--- src/rtl/mx_block_quantizer_if.sv ---
`default_nettype none
// +--------------------------------------------------------------------+
// | mx_block_quantizer_if : element-in / MX-element-out stream bundle  |
// | Rev 1.0                                                            |
// +--------------------------------------------------------------------+
interface mx_block_quantizer_if #(
   parameter int EXP_WIDTH = 8,
   parameter int MAN_WIDTH = 7,
   parameter int OUT_WIDTH = 8
);
   logic                 i_valid;
   logic                 o_ready;
   logic                 i_sign;
   logic [EXP_WIDTH-1:0] i_exp;
   logic [MAN_WIDTH-1:0] i_man;
   logic                 o_valid;
   logic                 i_ready;
   logic [EXP_WIDTH-1:0] o_scale;
   logic                 o_sign;
   logic [OUT_WIDTH-1:0] o_man;
   logic                 o_last;

   modport master (
      output i_valid, i_sign, i_exp, i_man, i_ready,
      input  o_ready, o_valid, o_scale, o_sign, o_man, o_last
   );

   modport slave (
      input  i_valid, i_sign, i_exp, i_man, i_ready,
      output o_ready, o_valid, o_scale, o_sign, o_man, o_last
   );
endinterface
`default_nettype wire

--- src/rtl/mx_block_quantizer.sv ---
`default_nettype none
// +--------------------------------------------------------------------+
// | mx_block_quantizer : buffers one block, finds the shared exponent, |
// | then drains mantissas aligned to it.                 Rev 1.0       |
// +--------------------------------------------------------------------+
module mx_block_quantizer #(
   parameter int EXP_WIDTH = 8,
   parameter int MAN_WIDTH = 7,
   parameter int OUT_WIDTH = 8,
   parameter int LENGTH    = 32
) (
   input  logic                  i_clk,
   input  logic                  i_rst,
   mx_block_quantizer_if.slave   bus
);
   localparam int IDX_W = $clog2(LENGTH);
   localparam logic [0:0] FILL  = 1'b0;
   localparam logic [0:0] DRAIN = 1'b1;
   localparam logic [IDX_W-1:0] LAST_IDX = IDX_W'(LENGTH - 1);

   logic [0:0]           state;
   logic [IDX_W-1:0]     idx;
   logic [EXP_WIDTH-1:0] e_max;

   logic                 sign_buf [LENGTH];
   logic [EXP_WIDTH-1:0] exp_buf  [LENGTH];
   logic [MAN_WIDTH-1:0] man_buf  [LENGTH];

   logic in_hs;
   logic out_hs;
   logic at_last;
   logic draining;

   assign draining = (state == DRAIN) & ~i_rst;
   assign in_hs    = bus.i_valid & bus.o_ready;
   assign out_hs   = bus.o_valid & bus.i_ready;
   assign at_last  = (idx == LAST_IDX);

   always_ff @(posedge i_clk) begin
      if (i_rst) begin
         state <= FILL;
         idx   <= '0;
         e_max <= '0;
      end else begin
         case (state)
            FILL: begin
               if (in_hs) begin
                  idx <= idx + 1'b1;
                  if (bus.i_exp > e_max) e_max <= bus.i_exp;
                  if (at_last) state <= DRAIN;
               end
            end
            default: begin
               if (out_hs) begin
                  idx <= idx + 1'b1;
                  if (at_last) begin
                     e_max <= '0;
                     state <= FILL;
                  end
               end
            end
         endcase
      end
   end

   // Storage needs no reset: it is only read after a full block is written.
   always_ff @(posedge i_clk) begin
      if (in_hs) begin
         sign_buf[idx] <= bus.i_sign;
         exp_buf[idx]  <= bus.i_exp;
         man_buf[idx]  <= bus.i_man;
      end
   end

   logic [EXP_WIDTH-1:0] cur_exp;
   logic [MAN_WIDTH:0]   sig;
   logic [OUT_WIDTH-1:0] top;
   logic [EXP_WIDTH-1:0] shift;
   logic [OUT_WIDTH-1:0] aligned;

   // Explicit range test keeps large shifts from aliasing to small ones.
   always_comb begin
      cur_exp = exp_buf[idx];
      sig     = {(cur_exp != '0), man_buf[idx]};
      top     = sig[MAN_WIDTH -: OUT_WIDTH];
      shift   = e_max - cur_exp;
      aligned = '0;
      if ((cur_exp != '0) && (32'(shift) < 32'(OUT_WIDTH)))
         aligned = top >> shift;
   end

   assign bus.o_ready = (state == FILL) & ~i_rst;
   assign bus.o_valid = draining;
   assign bus.o_scale = draining ? e_max : '0;
   assign bus.o_sign  = draining & sign_buf[idx];
   assign bus.o_man   = draining ? aligned : '0;
   assign bus.o_last  = draining & at_last;

endmodule
`default_nettype wire
--- src/flat_wrapper.sv ---
// flat-port wrapper written by rule: the top's interface ports become plain ports
module mx_block_quantizer_flat 
#(
   parameter int EXP_WIDTH = 8,
   parameter int MAN_WIDTH = 7,
   parameter int OUT_WIDTH = 8,
   parameter int LENGTH    = 32
)
  (i_clk, i_rst, bus_i_valid, bus_i_sign, bus_i_exp, bus_i_man, bus_i_ready, bus_o_ready, bus_o_valid, bus_o_scale, bus_o_sign, bus_o_man, bus_o_last);
  mx_block_quantizer_if #(.EXP_WIDTH(EXP_WIDTH), .MAN_WIDTH(MAN_WIDTH), .OUT_WIDTH(OUT_WIDTH)) bus_i ();
  input  logic i_clk;
  input  logic i_rst;
  input wire logic [$bits(bus_i.i_valid)-1:0] bus_i_valid;
  input wire logic [$bits(bus_i.i_sign)-1:0] bus_i_sign;
  input wire logic [$bits(bus_i.i_exp)-1:0] bus_i_exp;
  input wire logic [$bits(bus_i.i_man)-1:0] bus_i_man;
  input wire logic [$bits(bus_i.i_ready)-1:0] bus_i_ready;
  output wire logic [$bits(bus_i.o_ready)-1:0] bus_o_ready;
  output wire logic [$bits(bus_i.o_valid)-1:0] bus_o_valid;
  output wire logic [$bits(bus_i.o_scale)-1:0] bus_o_scale;
  output wire logic [$bits(bus_i.o_sign)-1:0] bus_o_sign;
  output wire logic [$bits(bus_i.o_man)-1:0] bus_o_man;
  output wire logic [$bits(bus_i.o_last)-1:0] bus_o_last;
  assign bus_i.i_valid = bus_i_valid;
  assign bus_i.i_sign = bus_i_sign;
  assign bus_i.i_exp = bus_i_exp;
  assign bus_i.i_man = bus_i_man;
  assign bus_i.i_ready = bus_i_ready;
  assign bus_o_ready = bus_i.o_ready;
  assign bus_o_valid = bus_i.o_valid;
  assign bus_o_scale = bus_i.o_scale;
  assign bus_o_sign = bus_i.o_sign;
  assign bus_o_man = bus_i.o_man;
  assign bus_o_last = bus_i.o_last;
  mx_block_quantizer #(.EXP_WIDTH(EXP_WIDTH), .MAN_WIDTH(MAN_WIDTH), .OUT_WIDTH(OUT_WIDTH), .LENGTH(LENGTH)) u_core (.i_clk(i_clk), .i_rst(i_rst), .bus(bus_i));
endmodule
--- config.mk ---
export PLATFORM = sky130hd
export DESIGN_NAME = mx_block_quantizer_flat
export DESIGN_NICKNAME = d
export VERILOG_FILES = /design/src/rtl/mx_block_quantizer_if.sv /design/src/rtl/mx_block_quantizer.sv /design/src/flat_wrapper.sv
export SDC_FILE = /design/constraint.sdc
export NUM_CORES = 1
export LEC_CHECK = 0
export ABC_AREA = 0
export BUFFER_PORTS_ARGS = -buffer_cell sky130_fd_sc_hd__buf_2
export CAP_MARGIN = 0
export CORE_MARGIN = 2
export CORE_UTILIZATION = 45
export CTS_CLUSTER_SIZE = 20
export DETAILED_ROUTE_END_ITERATION = 8
export PLACE_DENSITY = 0.69
export SETUP_SLACK_MARGIN = 0.2
export SYNTH_ARGS = -nofsm -noshare
export SYNTH_HDL_FRONTEND = slang
export SYNTH_SLANG_ARGS = --single-unit
--- constraint.sdc ---
create_clock -name i_clk -period 5.1 [get_ports i_clk]
set_input_delay 1.02 -clock i_clk [delete_from_list [all_inputs] [get_ports i_clk]]
set_output_delay 1.02 -clock i_clk [all_outputs]
set_load 0.02 [all_outputs]
==> impl_metrics.tcl <==
set metrics [dict create \
    run_status "complete, no violations" \
    clock_tree.root_cell "sky130_fd_sc_hd__clkbuf_16" \
    wl_um 55730 \
    fp.coreArea_sq_um 47650 \
    grt_pass1_vias 11710 \
    ys_dominant_reg_cell "sky130_fd_sc_hd__edfxtp_1" \
    timing.clock.skew_ns 0.01404 \
    antenna_violating_nets_left 0 \
    tritoncts_num_sinks 531 \
    tritoncts_clock_tree "done" \
    most-common-layout-cells "512 x sky130_fd_sc_hd__edfxtp_1, 111 x sky130_fd_sc_hd__mux2i_1, 75 x sky130_fd_sc_hd__buf_4" \
    post-route-drc-count 0 \
    worst_skew_pair.late_latency_ns 0.58 \
    filler_cell_count 3684 \
    min-delay-path-class "reg -> reg" \
    wl_per_cell_um 28.67 \
    critical_path.max_fanout 9 \
    flow.area_growth_from_synthesis_pct 15.98 \
    post_synth.cell_area_avg_sq_um 18.62 \
    critPathArrivalTime_ns 3.92 \
    final_cells 1944 \
    die_h_um 223.3 \
    yosys_register_bits 531 \
    via_count 11780 \
    finalCriticalPeriod_ns 4.945 \
    synth_cells 1162 \
    num-nets-final 1331 \
    ys_seq_area_share_pct 72.81 \
    max_cap_viol_count 0 \
    timing.critical_path.slowest_cell_delay_ns 0.45 \
    crit_path_top_delay_cell "sky130_fd_sc_hd__nor2_1" \
    cts_max_level 2 \
    synth-edff-count 512 \
    timing.critical_path.to_type "output pin" \
    power_density_nw_per_um2 364.6 \
    finalCoreUtilization_pct 52.67 \
    vias_per_cell 6.060 \
    ports 40 \
    die-area_sq_um 49860 \
    grt_first_pass_wirelength_um 79870 \
    io_buffers 39 \
    floorplan.die.width_um 223.3 \
    maxClockFrequency_ghz 0.2022 \
    worst-endpoint-required_ns 4.08 \
    tritoncts.num_buffers 52 \
    placedCellCount 1827 \
    ir_worst_vdd_mv 0.2079 \
    slew_violations 0 \
    largest_net_degree_at_the_start_of_global_routing 35 \
    finalSetupViolCount 0 \
    layout_commonest_cell "sky130_fd_sc_hd__edfxtp_1" \
    critPathLaunchType "flip-flop" \
    ys.warnings.count 0 \
    power.leakage_uw 0.007992 \
    grt_use_total_pct 22.43 \
    antenna_cells 0 \
    gpl.final_weighted_congestion 0.8124 \
    hold_start "u_core.e_max[7]" \
    drive_above_1_share_pct 25.28 \
    yosysUniqueCellTypes 68 \
    post-synth-top-area-fraction_pct 71.05 \
    cts_buffer_depth 3 \
    path_class "reg -> out" \
    critical_path.top_delay_family "compound AO/OA/AOI/OAI gates" \
    start_util_pct 45.42 \
    unrepaired_setup_endpoints_after_global_routing "true" \
    ctsHoldBuffers 0 \
    mappedNetlistArea_sq_um 21640 \
    clk_pin_slew_ns 0.06 \
    overflow 0 \
    worst_r2r_startpoint "u_core.state" \
    cp_cell_sequence "buf_4 > nor2_1 > nand3_1 > nand2_2 > nor2_4 > ha_1 > a21o_1 > a21o_1 > a31o_2 > a31oi_1 > xnor3_2 > o211ai_4 > a311oi_2 > buf_4" \
    post_synth_main_area_contributors "sky130_fd_sc_hd__edfxtp_1 71%, sky130_fd_sc_hd__mux4_2 5.6%, sky130_fd_sc_hd__mux2i_1 5.2%" \
    synth_largest_area_cell "sky130_fd_sc_hd__edfxtp_1" \
    synthArstFlopShare_pct 0 \
    detailedPlacementHpwl_um 32650 \
    worst-path-buf-inv 2 \
    synth_nets 1204 \
    hold_viol 0 \
    timing.slew.headroom_pct 36.58 \
    antenna_found_initial 2 \
    first_drt_pass_iteration_count 5 \
    dpl-instance-area_sq_um 22820 \
    final.period_utilization_pct 96.96 \
    first_iter_violations 1413 \
    floorplan.rows 80 \
    worstMarginPinSlew_ns 0.9490 \
    final_cell_area_sq_um 25100 \
]
cell usage after synthesis (10+ instances only):
cell type                  instances
sky130_fd_sc_hd__mux4_2           54
sky130_fd_sc_hd__nand2_1          37
sky130_fd_sc_hd__nor3_1           11
sky130_fd_sc_hd__clkbuf_1         16
sky130_fd_sc_hd__mux2i_1         113
sky130_fd_sc_hd__a221oi_1         19
sky130_fd_sc_hd__buf_4            13
sky130_fd_sc_hd__buf_2            11
sky130_fd_sc_hd__buf_6            10
sky130_fd_sc_hd__inv_1            19
sky130_fd_sc_hd__o21ai_0          18
sky130_fd_sc_hd__ha_1             21
sky130_fd_sc_hd__dfxtp_1          19
sky130_fd_sc_hd__and2_1           13
sky130_fd_sc_hd__nand3_1          23
sky130_fd_sc_hd__nor2_1           64
sky130_fd_sc_hd__a22oi_1          33
sky130_fd_sc_hd__edfxtp_1        512
sky130_fd_sc_hd__mux4_1           24
registers in the layout, indices dropped and copies added (netlist names), named ones only:
name and count:
u_core.sign_buf 32, u_core.idx 5, u_core.state 1, u_core.man_buf 224, u_core.exp_buf 256, u_core.e_max 8
worst register-to-register path: cells and delay by family (launching register included):
kind	cells	cell delay, ns
buffers and inverters	1	0.41
DFF	1	0.36
and+or+nand+nor	4	1.67
power by group:
part | total [uW] | internal [uW] | switching (uW) | leakage (uW)
logic | 622 | 262 | 361 | 0.00244
clock network | 3720 | 2160 | 1560 | 0.000788
registers | 4810 | 4800 | 17.4 | 0.00476
total | 9150 | 7210 | 1940 | 0.00799
what timing repair did:
item | 4_1_cts | 5_1_grt
cloned | 6 | 0
setup buffers | 16 | 1
endpoints found under the setup margin | 8 | 8
gates resized for setup | 69 | 12
endpoints found under the hold margin | 0 | 0
pin swaps | 20 | 3
routing by layer:
layer | track usage, % | part of all wire [%] | vias to the layer above
met5 | 0 | 0 | -
met4 | 7.763 | 3.4 | 0
met3 | 5.452 | 9.6 | 118
met2 | 36.34 | 48 | 609
met1 | 29.88 | 39 | 6050
li1 | - | - | 5003
final cells by class:
class                      count  area [sq um]  area share [%]
sequential                   531         15770           62.85
multi-input combinational    551          5619           22.39
clock buffer                  72          1398           5.569
clock inverter                22         226.5          0.9024
timing repair buffer         131          1225           4.881
tap                          615         769.5           3.066
inverter                      22         85.08          0.3390
stage by stage:
stage          hold slack, ns  TNS (ns)  power, uW  setup slack (ns)
2_1_floorplan          0.4638         0       5269           0.03428
3_3_place_gp           0.4985         0       5439            0.2521
3_5_place_dp           0.5054         0       5450            0.2397
4_1_cts                0.5186         0       9159            0.1790
5_1_grt                0.5325   -0.4727       9394          -0.09013
6_report               0.5101         0       9150            0.1551
cell families (layout without fill, tap and decap cells):
| group | after synthesis | after routing | share of synthesized area [%] |
|---|---|---|---|
| AO/OA/AOI/OAI | 139 | 139 | 4.805 |
| XOR/XNOR | 10 | 10 | 0.4741 |
| adder cells (fa/ha/maj) | 22 | 22 | 1.307 |
| buffers and inverters | 80 | 247 | 2.446 |
| flip-flops | 531 | 531 | 72.81 |
| multiplexers | 194 | 194 | 13.92 |
| AND/OR/NAND/NOR | 186 | 186 | 4.244 |
path summary, 6_finish.rpt:
kind / to / slack (ns) / cells past startpoint
worst max-delay path: bus_o_man[0] / 0.16 / 14
worst min-delay path: u_core.e_max[7] / 0.51 / 1
worst max register to register: u_core.man_buf[28][5] / 2.35 / 5
worst min register to register: u_core.e_max[7] / 0.51 / 1
Note: power is estimated with default switching activity, not from simulation.
